===== config.mk =====
export PLATFORM = sky130hd
export DESIGN_NAME = ifetch_unit
export DESIGN_NICKNAME = d
export VERILOG_FILES = /design/src/rtl/ifetch_unit.sv
export SDC_FILE = /design/constraint.sdc
export NUM_CORES = 1
export LEC_CHECK = 0
export CORE_UTILIZATION = 45
export DETAILED_ROUTE_END_ITERATION = 8
export PLACE_DENSITY_LB_ADDON = 0.1
export SLEW_MARGIN = 20
export SYNTH_ARGS = -nofsm -noshare
export SYNTH_HDL_FRONTEND = slang
export SYNTH_SLANG_ARGS = --single-unit

===== constraint.sdc =====
create_clock -name clk -period 4.04 [get_ports clk]
set_clock_uncertainty 0.15 [all_clocks]
set_input_delay 0.404 -clock clk [delete_from_list [all_inputs] [get_ports clk]]
set_output_delay 0.404 -clock clk [all_outputs]
set_load 0.02 [all_outputs]

===== src/rtl/ifetch_unit.sv =====
// ifetch_unit: instruction fetch stage between the synchronous-read ROM and decode.
// Owns the PC, absorbs the ROM's one-cycle read latency and buffers up to two
// fetched words in a skid FIFO so decode can stall without losing anything.
// A redirect flushes all fetched work and restarts fetch at the new target.
module ifetch_unit #(
    parameter int                  ADDR_WIDTH = 7,
    parameter int                  PC_WIDTH   = 32,
    parameter logic [PC_WIDTH-1:0] RESET_PC   = 32'h0000_0000,
    parameter logic [31:0]         NOP_INSTR  = 32'h0000_0013
) (
    input  logic                  clk,
    input  logic                  rst,
    input  logic                  fetch_en,
    input  logic                  redirect_valid,
    input  logic [PC_WIDTH-1:0]   redirect_pc,
    output logic [ADDR_WIDTH-1:0] imem_addr,
    input  logic [31:0]           imem_instr,
    output logic                  out_valid,
    input  logic                  out_ready,
    output logic [PC_WIDTH-1:0]   out_pc,
    output logic [31:0]           out_instr,
    output logic                  misaligned_err
);

    logic [PC_WIDTH-1:0] pc_q, pc_d;
    logic                inflight_q, inflight_d;
    logic [PC_WIDTH-1:0] inflight_pc_q, inflight_pc_d;
    logic [PC_WIDTH-1:0] fifo_pc_q [0:1];
    logic [PC_WIDTH-1:0] fifo_pc_d [0:1];
    logic [31:0]         fifo_instr_q [0:1];
    logic [31:0]         fifo_instr_d [0:1];
    logic                rd_ptr_q, rd_ptr_d;
    logic                wr_ptr_q, wr_ptr_d;
    logic [1:0]          count_q, count_d;
    logic                misaligned_q, misaligned_d;

    logic                pop;
    logic                issue;
    logic [2:0]          occupancy;

    assign imem_addr      = pc_q[ADDR_WIDTH+1:2];
    assign misaligned_err = misaligned_q;

    // Present the FIFO head to decode, or a NOP bubble when nothing is buffered.
    always_comb begin
        out_valid = (count_q != 2'd0);
        out_pc    = '0;
        out_instr = NOP_INSTR;
        if (out_valid) begin
            out_pc    = fifo_pc_q[rd_ptr_q];
            out_instr = fifo_instr_q[rd_ptr_q];
        end
    end

    // Credit check: only issue when buffered-after-pop plus in-flight leaves a free slot.
    always_comb begin
        pop       = out_valid && out_ready;
        occupancy = {1'b0, count_q} - {2'b00, pop} + {2'b00, inflight_q};
        issue     = fetch_en && !redirect_valid && (occupancy < 3'd2);
    end

    // Next-state: redirect flushes everything, otherwise issue/push/pop the pipeline.
    always_comb begin
        pc_d          = pc_q;
        inflight_d    = 1'b0;
        inflight_pc_d = inflight_pc_q;
        fifo_pc_d     = fifo_pc_q;
        fifo_instr_d  = fifo_instr_q;
        rd_ptr_d      = rd_ptr_q;
        wr_ptr_d      = wr_ptr_q;
        count_d       = count_q;
        misaligned_d  = misaligned_q;

        if (redirect_valid) begin
            pc_d       = {redirect_pc[PC_WIDTH-1:2], 2'b00};
            inflight_d = 1'b0;
            rd_ptr_d   = 1'b0;
            wr_ptr_d   = 1'b0;
            count_d    = 2'd0;
            if (redirect_pc[1:0] != 2'b00) begin
                misaligned_d = 1'b1;
            end
        end else begin
            if (issue) begin
                inflight_d    = 1'b1;
                inflight_pc_d = pc_q;
                pc_d          = pc_q + PC_WIDTH'(4);
            end
            if (inflight_q) begin
                fifo_pc_d[wr_ptr_q]    = inflight_pc_q;
                fifo_instr_d[wr_ptr_q] = imem_instr;
                wr_ptr_d               = ~wr_ptr_q;
            end
            if (pop) begin
                rd_ptr_d = ~rd_ptr_q;
            end
            count_d = count_q + {1'b0, inflight_q} - {1'b0, pop};
        end
    end

    // State registers with synchronous reset back to the reset PC and an empty pipe.
    always_ff @(posedge clk) begin
        if (rst) begin
            pc_q            <= RESET_PC;
            inflight_q      <= 1'b0;
            inflight_pc_q   <= '0;
            fifo_pc_q[0]    <= '0;
            fifo_pc_q[1]    <= '0;
            fifo_instr_q[0] <= '0;
            fifo_instr_q[1] <= '0;
            rd_ptr_q        <= 1'b0;
            wr_ptr_q        <= 1'b0;
            count_q         <= 2'd0;
            misaligned_q    <= 1'b0;
        end else begin
            pc_q            <= pc_d;
            inflight_q      <= inflight_d;
            inflight_pc_q   <= inflight_pc_d;
            fifo_pc_q       <= fifo_pc_d;
            fifo_instr_q    <= fifo_instr_d;
            rd_ptr_q        <= rd_ptr_d;
            wr_ptr_q        <= wr_ptr_d;
            count_q         <= count_d;
            misaligned_q    <= misaligned_d;
        end
    end

endmodule


==> impl_metrics.json <==
{
  "slowest_stage": "dfxtp_1",
  "die_area_um2": 18900,
  "synth-seq-cells": 190,
  "dp_slack_ns": 0.399,
  "grt_pass1_vias": 6482,
  "min_period_over_period_pct": 81.4,
  "syn_area_um2": 8250,
  "multi_input_area_um2": 4050,
  "cts_tree": "yes",
  "grt_pass1_wl_um": 32300,
  "design.core.area_um2": 18000,
  "yosysWarnings": 0,
  "syn_avg_cell_area_um2": 7.77,
  "ctsLongestPathBuffers": 2,
  "yosysMostFrequentCell": "nand2_1",
  "critPathMaxStageDelay_ns": 0.47,
  "final-setup-viol-count": 0,
  "clk_pin_slew_ns": 0.07,
  "synthTopCellsByArea": "dfxtp_1 (46%), nand2_1 (15%), a21oi_1 (10%)",
  "start_util_pct": 45.9,
  "cp_top_family": "simple AND/OR/NAND/NOR gates",
  "dr_total_vias": 7237,
  "fill_cells": 1782,
  "crit_type": "flop to flop",
  "viasPerCell": 5.19,
  "synth_edf_count": 0,
  "wirelength_um": 20400,
  "drt_first_iter_violations": 325,
  "async_flop_share_pct": 0,
  "critPathBufInv": 3,
  "grt_max_degree": 179,
  "grt.busiest_layer": "met2",
  "rows": 49,
  "diodes": 0,
  "fmax_mhz": 304,
  "worstPathArrival_ns": 3.51,
  "use_met3_pct": 3.53,
  "ir_drop_mv": 0.307,
  "yosysSeqAreaShare_pct": 46.1,
  "synthDominantCellAreaShare_pct": 46.1,
  "portBuffers": 139,
  "required_ns": 4.27,
  "worst_r2r_path_depth": 13,
  "clk-insertion-delay-late_ns": 0.43,
  "cp-end-kind": "flop",
  "track_usage_pct": 21.9,
  "drtPass1Iterations": 5,
  "gp_congestion": 0.866,
  "rsz0062_at_grt": "false",
  "power.leakage_nw": 3.16,
  "postCtsSetupBuffers": 0,
  "synth_flop_cell": "dfxtp_1",
  "layout_setup_ws_ns": 0.753,
  "dp_hpwl_um": 12400,
  "grt_remaining_overflow": 0,
  "drc": 0,
  "antenna_found_initial": 0,
  "hold_path_class": "flop to flop",
  "regArea_um2": 3810,
  "grt_util_met1_pct": 28.8,
  "critPathMaxFanout": 17,
  "min_path_cells": 2,
  "synth_common_cells": "nand2_1 (335), dfxtp_1 (190), a21oi_1 (169)",
  "tightest_slew_ns": 0.968,
  "syn_to_final_growth_pct": 24.6,
  "synthDistinctLibCells": 53,
  "cts.repair.resized": 0,
  "hold_violations": 0,
  "cts_hold_buf": 0,
  "wl_per_cell_um": 14.6,
  "critPathLaunchType": "flop",
  "synthCells": 1062,
  "numCtsBuffers": 17,
  "slew_viol_final": 0,
  "tns_ns": 0,
  "clockRootBuffer": "clkbuf_16",
  "die_h_um": 137,
  "ios": 142,
  "cts_sinks": 190,
  "nets": 1226,
  "status": "finished, final reports clean",
  "fp.dieW_um": 137,
  "antenna_left": 0,
  "yosysTopAreaCell": "dfxtp_1",
  "cellPowerDensity_nw_per_um2": 371,
  "grt_use_met2_pct": 36.8,
  "layout-drive-gt1-share_pct": 6.09,
  "worstSetupPathDepth": 13,
  "htree_levels": 4,
  "total_power_w": 0.00382,
  "slew_headroom_pct": 35.5,
  "crit_chain": "nor2_4, nor2b_1, ha_1, inv_1, ha_1, fa_1, nor2b_1, nand2_1, nor2_2, buf_4, nand2_1, inv_1, a22o_1",
  "fin_crit_ns": 3.29,
  "drv_cap": 0
}
worst paths after layout:
path              slack (ns)                          end                         from
setup reg to reg        0.75        pc_q[24]$_SDFFE_PP0P_        count_q[1]$_SDFF_PP0_
hold / removal          0.30  misaligned_err$_SDFFE_PP0P_  misaligned_err$_SDFFE_PP0P_
setup / recovery        0.75        pc_q[24]$_SDFFE_PP0P_        count_q[1]$_SDFF_PP0_
hold reg to reg         0.30  misaligned_err$_SDFFE_PP0P_  misaligned_err$_SDFFE_PP0P_
registers in the layout, summed over array words and instances, names as in the netlist:
register        count
fifo_instr_q       64
fifo_pc_q          60
inflight_pc_q      30
pc_q               30
count_q             2
inflight_q          1
misaligned_err      1
rd_ptr_q            1
wr_ptr_q            1
layout by cell type, fill, tap and decap left out, types with 2 or more instances in the layout:
cell type | Yosys | routed
nor4_1 | 3 | 3
nor4_2 | 4 | 4
and2_1 | 2 | 2
nor2b_1 | 2 | 2
clkinvlp_4 | 0 | 5
mux2i_1 | 63 | 63
o22ai_1 | 2 | 2
nand3_1 | 12 | 11
or3_1 | 7 | 7
nor3_1 | 6 | 6
buf_12 | 0 | 2
ha_1 | 3 | 3
nor2_1 | 75 | 73
nor3_2 | 5 | 5
xnor2_1 | 21 | 21
clkinv_4 | 0 | 2
a21oi_1 | 169 | 169
o211a_1 | 2 | 2
and3_1 | 3 | 2
clkdlybuf4s50_1 | 0 | 138
nand3_2 | 1 | 2
dfxtp_1 | 190 | 189
clkbuf_16 | 0 | 17
inv_6 | 0 | 2
nand4_2 | 2 | 2
a311oi_1 | 5 | 5
clkbuf_8 | 0 | 2
nand4_1 | 3 | 3
a211oi_1 | 6 | 6
a31oi_1 | 2 | 2
buf_4 | 9 | 15
nand2_1 | 335 | 335
clkinv_2 | 0 | 3
inv_1 | 17 | 17
o21ai_0 | 15 | 15
conb_1 | 1 | 2
cell type report:
| type | instances | share of cell area (%) |
|---|---|---|
| clock buffers | 20 | 4.44 |
| clock inverters | 12 | 0.851 |
| inverters | 18 | 0.657 |
| multi-input cells | 771 | 39.3 |
| flip-flops and latches | 190 | 37.0 |
| well taps | 229 | 2.79 |
| repair buffers | 155 | 14.9 |
power breakdown:
group          internal (W)  switching [W]
Sequential          0.00191      0.0000487
Clock              0.000822       0.000733
Combinational      0.000134       0.000165
Total               0.00287       0.000946
tightest hold or removal path, cell delays in order, from the launching register on:
cell     delay, ns
dfxtp_1       0.31
inv_1         0.05
a21oi_1       0.05
per-layer routing:
metal / routed length (µm) / part of all wire [%]
met3: 753 / 3.7
met5: 0 / 0
met4: 229 / 1.1
met2: 9680 / 48
met1: 9700 / 48
cells by family after synthesis:
group / synth area share (%)
compound gates: 13.7
xor+xnor: 2.53
buf+inv: 5.18
simple gates: 24.1
flops: 46.1
mux: 7.64
fa+ha+maj: 0.697
other cells: 0.0454
through the flow:
stage / util [%] / std cells / instance area [µm²] / hold slack (ns)
floorplan: - / 1063 / 8260 / 0.286
global placement: 54.2 / 1363 / 9740 / 0.290
detailed placement: 54.2 / 1363 / 9740 / 0.294
CTS: 57.3 / 1395 / 10300 / 0.298
global route: 57.3 / 1395 / 10300 / 0.318
finish: 57.3 / 1395 / 10300 / 0.301
No activity file was read; power rests on OpenSTA's default activity.
